**src/rtl/baccarat_pkg.sv**
```systemverilog
// baccarat_pkg: dealer FSM states, card encoding and the baccarat draw rules
package baccarat_pkg;

    typedef enum logic [3:0] {
        ST_P1, ST_D1, ST_P2, ST_D2, ST_EVAL1, ST_P3, ST_EVAL2, ST_D3, ST_SCORE, ST_DONE
    } state_t;

    localparam logic [3:0] CARD_NONE = 4'd0;
    localparam logic [3:0] CARD_ACE  = 4'd1;
    localparam logic [3:0] CARD_KING = 4'd13;

    // Tens and faces count as zero points; an empty slot is also zero.
    function automatic logic [3:0] card_point(input logic [3:0] card);
        return (card >= 4'd10) ? 4'd0 : card;
    endfunction

    // Banker third-card tableau, keyed on the banker total and the player's third-card points.
    function automatic logic dealer_draws(input logic [3:0] dscore, input logic [3:0] p3_point);
        return (dscore <= 4'd2) ||
               (dscore == 4'd3 && p3_point != 4'd8) ||
               (dscore == 4'd4 && p3_point >= 4'd2 && p3_point <= 4'd7) ||
               (dscore == 4'd5 && p3_point >= 4'd4 && p3_point <= 4'd7) ||
               (dscore == 4'd6 && p3_point >= 4'd6 && p3_point <= 4'd7);
    endfunction

endpackage

```
**src/rtl/card_dealer_if.sv**
```systemverilog
// card_dealer_if: card registers written by the dealer and hand totals returned by scoring
interface card_dealer_if;
    logic [3:0] pcard1, pcard2, pcard3;
    logic [3:0] dcard1, dcard2, dcard3;
    logic [3:0] pscore, dscore;

    modport master (output pcard1, pcard2, pcard3, dcard1, dcard2, dcard3, input pscore, dscore);
    modport slave  (input pcard1, pcard2, pcard3, dcard1, dcard2, dcard3, output pscore, dscore);
endinterface

```
**src/rtl/card_dealer_card_source.sv**
```systemverilog
// card_source: free-running 1..13 card counter, independent of step
module card_source
    import baccarat_pkg::*;
(
    input  logic       slow_clock,
    input  logic       resetb,
    output logic [3:0] card
);

    // Advance every edge, wrapping King back to Ace.
    always_ff @(posedge slow_clock or negedge resetb) begin
        if (!resetb) card <= CARD_ACE;
        else         card <= (card == CARD_KING) ? CARD_ACE : card + 4'd1;
    end

endmodule

```
**src/rtl/card_dealer.sv**
```systemverilog
// card_dealer: baccarat deal-order FSM driving the six card registers and the win flags
module card_dealer
    import baccarat_pkg::*;
(
    input  logic          slow_clock,
    input  logic          resetb,
    input  logic          step,
    card_dealer_if.master bus,
    output logic          player_win,
    output logic          dealer_win,
    output logic          done
);

    state_t     state;
    logic [3:0] card;

    card_source u_src (
        .slow_clock (slow_clock),
        .resetb     (resetb),
        .card       (card)
    );

    // One deal step per step pulse; scores are only read in EVAL1/EVAL2/SCORE.
    always_ff @(posedge slow_clock or negedge resetb) begin
        if (!resetb) begin
            state      <= ST_P1;
            bus.pcard1 <= CARD_NONE;
            bus.pcard2 <= CARD_NONE;
            bus.pcard3 <= CARD_NONE;
            bus.dcard1 <= CARD_NONE;
            bus.dcard2 <= CARD_NONE;
            bus.dcard3 <= CARD_NONE;
            player_win <= 1'b0;
            dealer_win <= 1'b0;
            done       <= 1'b0;
        end else if (step) begin
            case (state)
                ST_P1: begin
                    bus.pcard1 <= card;
                    state      <= ST_D1;
                end
                ST_D1: begin
                    bus.dcard1 <= card;
                    state      <= ST_P2;
                end
                ST_P2: begin
                    bus.pcard2 <= card;
                    state      <= ST_D2;
                end
                ST_D2: begin
                    bus.dcard2 <= card;
                    state      <= ST_EVAL1;
                end
                ST_EVAL1: state <= (bus.pscore >= 4'd8 || bus.dscore >= 4'd8) ? ST_SCORE :
                                   (bus.pscore <= 4'd5)                      ? ST_P3    :
                                   (bus.dscore <= 4'd5)                      ? ST_D3    : ST_SCORE;
                ST_P3: begin
                    bus.pcard3 <= card;
                    state      <= ST_EVAL2;
                end
                ST_EVAL2: state <= dealer_draws(bus.dscore, card_point(bus.pcard3)) ? ST_D3 : ST_SCORE;
                ST_D3: begin
                    bus.dcard3 <= card;
                    state      <= ST_SCORE;
                end
                ST_SCORE: begin
                    player_win <= bus.pscore >= bus.dscore;
                    dealer_win <= bus.dscore >= bus.pscore;
                    done       <= 1'b1;
                    state      <= ST_DONE;
                end
                ST_DONE: begin
                    bus.pcard1 <= CARD_NONE;
                    bus.pcard2 <= CARD_NONE;
                    bus.pcard3 <= CARD_NONE;
                    bus.dcard1 <= CARD_NONE;
                    bus.dcard2 <= CARD_NONE;
                    bus.dcard3 <= CARD_NONE;
                    player_win <= 1'b0;
                    dealer_win <= 1'b0;
                    done       <= 1'b0;
                    state      <= ST_P1;
                end
                default: state <= ST_P1;
            endcase
        end
    end

endmodule
```
**src/flat_wrapper.sv**
```systemverilog
// flat-port wrapper written by rule: the top's interface ports become plain ports
module card_dealer_flat import baccarat_pkg::*;
  (slow_clock, resetb, step, player_win, dealer_win, done, bus_pcard1, bus_pcard2, bus_pcard3, bus_dcard1, bus_dcard2, bus_dcard3, bus_pscore, bus_dscore);
  card_dealer_if bus_i ();
  input  logic slow_clock;
  input  logic resetb;
  input  logic step;
  output logic player_win;
  output logic dealer_win;
  output logic done;
  output wire logic [$bits(bus_i.pcard1)-1:0] bus_pcard1;
  output wire logic [$bits(bus_i.pcard2)-1:0] bus_pcard2;
  output wire logic [$bits(bus_i.pcard3)-1:0] bus_pcard3;
  output wire logic [$bits(bus_i.dcard1)-1:0] bus_dcard1;
  output wire logic [$bits(bus_i.dcard2)-1:0] bus_dcard2;
  output wire logic [$bits(bus_i.dcard3)-1:0] bus_dcard3;
  input wire logic [$bits(bus_i.pscore)-1:0] bus_pscore;
  input wire logic [$bits(bus_i.dscore)-1:0] bus_dscore;
  assign bus_pcard1 = bus_i.pcard1;
  assign bus_pcard2 = bus_i.pcard2;
  assign bus_pcard3 = bus_i.pcard3;
  assign bus_dcard1 = bus_i.dcard1;
  assign bus_dcard2 = bus_i.dcard2;
  assign bus_dcard3 = bus_i.dcard3;
  assign bus_i.pscore = bus_pscore;
  assign bus_i.dscore = bus_dscore;
  card_dealer u_core (.slow_clock(slow_clock), .resetb(resetb), .step(step), .bus(bus_i), .player_win(player_win), .dealer_win(dealer_win), .done(done));
endmodule
```
**config.mk**
```make
export PLATFORM = sky130hd
export DESIGN_NAME = card_dealer_flat
export DESIGN_NICKNAME = d
export VERILOG_FILES = /design/src/rtl/baccarat_pkg.sv /design/src/rtl/card_dealer_if.sv /design/src/rtl/card_dealer_card_source.sv /design/src/rtl/card_dealer.sv /design/src/flat_wrapper.sv
export SDC_FILE = /design/constraint.sdc
export NUM_CORES = 1
export LEC_CHECK = 0
export BUFFER_PORTS_ARGS = -buffer_cell sky130_fd_sc_hd__buf_2
export CORE_MARGIN = 3
export CORE_UTILIZATION = 45
export CTS_CLUSTER_DIAMETER = 50
export DETAILED_ROUTE_END_ITERATION = 8
export HOLD_SLACK_MARGIN = 0.12
export PLACE_DENSITY = 0.68
export SLEW_MARGIN = 15
export SYNTH_ARGS = -nofsm -noshare
export SYNTH_HDL_FRONTEND = slang
export SYNTH_SLANG_ARGS = --single-unit
export TNS_END_PERCENT = 30
```
**constraint.sdc**
```tcl
create_clock -name slow_clock -period 3.95 [get_ports slow_clock]
set_input_delay 0.5925 -clock slow_clock [delete_from_list [all_inputs] [get_ports slow_clock]]
set_output_delay 0.5925 -clock slow_clock [all_outputs]
set_load 0.1 [all_outputs]
```
==> impl_metrics.prom <==
# TYPE chip_impl_metric gauge
chip_impl_info{name="critical_path_end_type",value="flip-flop"} 1
chip_impl_info{name="commonest_non_fill_non_tap_cell_in_the_layout",value="buf_2"} 1
chip_impl_metric{name="synth_seq_cells",unit=""} 35
chip_impl_info{name="cts_tree",value="built"} 1
chip_impl_metric{name="combined_area_of_the_multi_input_logic_cells",unit="um2"} 842.1
chip_impl_metric{name="number_of_design_rule_violations_left_by_the_first_detailed_router_iteration",unit=""} 49
chip_impl_metric{name="critical_path_required",unit="ps"} 4120
chip_impl_metric{name="drt_first_pass_iters",unit=""} 4
chip_impl_metric{name="floorplan.die.height",unit="um"} 68.88
chip_impl_metric{name="finalMaxSlewViolations",unit=""} 0
chip_impl_metric{name="total_wire_length",unit="um"} 3714
chip_impl_info{name="timing.setup.critical_path_class",value="flip-flop to flip-flop"} 1
chip_impl_metric{name="crit_arrival",unit="ps"} 2050
chip_impl_metric{name="clk_transition_reported_paths",unit="ps"} 70
chip_impl_metric{name="mapped_cell_area",unit="um2"} 1779
chip_impl_metric{name="drt.antenna.violating_nets",unit=""} 0
chip_impl_metric{name="worst-slew-pin-transition",unit="ps"} 761.7
chip_impl_metric{name="maxCapViolations",unit=""} 0
chip_impl_metric{name="insertion_delay",unit="ps"} 280
chip_impl_info{name="final_cell_mix",value="37 x buf_2, 34 x dfrtp_1, 25 x mux2_2"} 1
chip_impl_metric{name="core.rowCount",unit=""} 22
chip_impl_metric{name="synth_enable_flop_cells",unit=""} 0
chip_impl_metric{name="diodes",unit=""} 0
chip_impl_metric{name="post_cts_resized",unit=""} 0
chip_impl_metric{name="vias",unit=""} 1352
chip_impl_metric{name="finalHoldViolations",unit=""} 0
chip_impl_info{name="slowest_stage_cell_cp",value="dfrtp_1"} 1
chip_impl_metric{name="maxClockFrequency",unit="GHz"} 0.5303
chip_impl_metric{name="cts-htree-levels",unit=""} 2
chip_impl_metric{name="cts.repair_timing.setup_buffer_count",unit=""} 0
chip_impl_metric{name="io_pins",unit=""} 38
chip_impl_metric{name="core",unit="um2"} 3744
chip_impl_metric{name="placement.io_buffers",unit=""} 37
chip_impl_metric{name="clock_sinks",unit=""} 35
chip_impl_info{name="status",value="complete, no violations"} 1
chip_impl_metric{name="yosysWarnings",unit=""} 0
chip_impl_info{name="setup.worst_path.start_class",value="flip-flop"} 1
chip_impl_info{name="grt_setup_unrepaired",value="no"} 1
chip_impl_info{name="root_buffer",value="clkbuf_8"} 1
chip_impl_info{name="predominant_post_synthesis_flop_cell",value="dfrtp_1"} 1
chip_impl_metric{name="grt_pass1_vias",unit=""} 1338
chip_impl_metric{name="wl_per_cell",unit="um"} 15.28
chip_impl_info{name="timing.critical_path.cells",value="nand2_1 -> nor3_1 -> mux2_2"} 1
chip_impl_metric{name="initial_antenna_violation_count",unit=""} 0
chip_impl_metric{name="area_growth_syn_to_layout",unit="%"} 16.67
chip_impl_metric{name="die_width",unit="um"} 68.88
chip_impl_metric{name="combined_flip_flop_and_latch_cell_area",unit="um2"} 877.1
chip_impl_metric{name="period_needed",unit="ps"} 1886
chip_impl_metric{name="critical_path.max_stage_delay",unit="ps"} 710
chip_impl_metric{name="groute.usage.overall",unit=""} 0.1789
chip_impl_metric{name="async_flop_share",unit=""} 1.000
chip_impl_metric{name="yosysSeqAreaShare",unit=""} 0.4930
chip_impl_metric{name="gr-total-overflow",unit=""} 0
chip_impl_metric{name="floorplan.die_area",unit="um2"} 4744
chip_impl_metric{name="drc",unit=""} 0
chip_impl_metric{name="filler_cell_count",unit=""} 357
chip_impl_info{name="hp-class",value="primary input to async pin"} 1
chip_impl_metric{name="routabilityCongestion",unit=""} 0.8272
chip_impl_metric{name="globalRouteMet2Util",unit=""} 0.2905
chip_impl_metric{name="min_period_over_period",unit=""} 0.4774
chip_impl_metric{name="num-nets-final",unit=""} 209
chip_impl_metric{name="drive_gt1_frac",unit=""} 0.3744
chip_impl_metric{name="synthesis.nets",unit=""} 171
chip_impl_metric{name="synth_cell_types",unit=""} 39
chip_impl_metric{name="detailed_placement_wirelength_estimate",unit="um"} 2770
chip_impl_metric{name="floorplan.initialDensity",unit=""} 0.4753
chip_impl_metric{name="finClkSkew",unit="ps"} 3.460
chip_impl_metric{name="globalRouteMet3Util",unit=""} 0.04700
chip_impl_metric{name="synthesis.area_per_instance",unit="um2"} 11.41
chip_impl_metric{name="drt-vias-per-instance",unit=""} 5.564
chip_impl_info{name="globalRoute.busiestLayer",value="met2"} 1
chip_impl_metric{name="fin_tns_setup",unit="ps"} 0
chip_impl_metric{name="slew_headroom",unit=""} 0.4922
chip_impl_metric{name="grt_first_pass_wirelength",unit="um"} 6265
chip_impl_metric{name="pin_count_of_the_biggest_net_entering_global_routing",unit=""} 36
chip_impl_metric{name="crit_path_max_fanout",unit=""} 19
chip_impl_metric{name="setup_viol_count_final",unit=""} 0
chip_impl_metric{name="holdBufCountCts",unit=""} 0
chip_impl_metric{name="clk_path_buf_depth",unit=""} 2
chip_impl_metric{name="groute.layer.met1.usage",unit=""} 0.2417
chip_impl_metric{name="synthesized_instance_count",unit=""} 156
chip_impl_metric{name="tritoncts.num_buffers",unit=""} 5
==> through the flow <==
step / utilization / setup WS, ps / hold slack, ps / area, um2 / std cells
finish: 0.5545 / 2064 / 379.2 / 2076 / 243
global route: 0.5545 / 1880 / 421.5 / 2076 / 243
CTS: 0.5545 / 2059 / 401.6 / 2076 / 243
detailed placement: 0.5318 / 2008 / 469.4 / 1991 / 235
global placement: 0.5318 / 2076 / 464.0 / 1991 / 235
floorplan: - / 2042 / 296.9 / 1779 / 156
==> registers in the layout (all words and copies together) (netlist names) <==
register	cells
u_core.bus.dcard1	4
u_core.bus.dcard2	4
u_core.bus.dcard3	4
u_core.bus.pcard1	4
u_core.bus.pcard2	4
u_core.bus.pcard3	4
u_core.dealer_win	1
u_core.done	1
u_core.player_win	1
u_core.state	4
u_core.u_src.card	4
==> layer usage <==
layer | up-vias | routed length [um]
met5 | - | 0
met4 | 0 | 27
met3 | 4 | 248
met2 | 42 | 1777
met1 | 663 | 1661
li1 | 643 | -
==> critical path, delay by kind of cell, from the launching register on <==
family	cells	cell delay [ps]
flip-flops	1	710
multiplexers	1	390
AND/OR/NAND/NOR	2	670
==> synthesized netlist by cell type, types with 2 or more instances <==
cell type,count,area (um2)
buf_2,3,15.01
nor3_1,2,10.01
ha_1,4,50.05
a21oi_1,5,25.02
nand4b_1,2,17.52
a21o_1,2,15.01
o21ai_0,6,30.03
a31oi_1,3,18.77
nand3_1,2,10.01
dfrtp_1,34,850.8
nand4_1,2,12.51
o31ai_1,3,22.52
nand2_1,12,45.04
buf_4,2,15.01
inv_1,7,26.28
o211ai_1,2,15.01
nand3b_1,3,22.52
xnor2_1,3,26.28
mux2_2,25,281.5
nor2_1,7,26.28
a221o_1,2,20.02
nor2b_1,7,43.79
a2111oi_0,2,17.52
==> kinds of logic (layout without fill, tap and decap cells) <==
group / after synthesis / after routing / share of synthesized area
xor+xnor: 3 / 3 / 0.01477
compound gates: 29 / 29 / 0.1104
flops: 35 / 35 / 0.4930
mux: 25 / 25 / 0.1582
buf+inv: 13 / 52 / 0.03375
fa+ha+maj: 4 / 4 / 0.02813
simple gates: 47 / 47 / 0.1618
==> path summary, 6_finish.rpt <==
check	start	endpoint	slack [ps]	depth (start not counted)
worst min-delay path	resetb	u_core.player_win	380	1
min in group slow_clock	u_core.dealer_win	u_core.dealer_win	480	2
worst max-delay path	u_core.state[0]	u_core.bus.dcard2[2]	2060	3
max in group asynchronous	resetb	u_core.bus.pcard2[3]	3080	1
worst max register to register	u_core.state[0]	u_core.bus.dcard2[2]	2060	3
worst min register to register	u_core.dealer_win	u_core.dealer_win	480	2
==> final cells by class <==
| cell class | instances | area share |
|---|---|---|
| Inverter | 7 | 0.01266 |
| Multi-Input combinational cell | 108 | 0.4057 |
| Sequential cell | 35 | 0.4225 |
| Clock buffer | 6 | 0.03496 |
| Timing Repair Buffer | 37 | 0.08921 |
| Tap cell | 48 | 0.02893 |
| Clock inverter | 2 | 0.006028 |
Power is not shown: default switching activity piles up to over one toggle a cycle in this logic, so the estimate is an artifact.
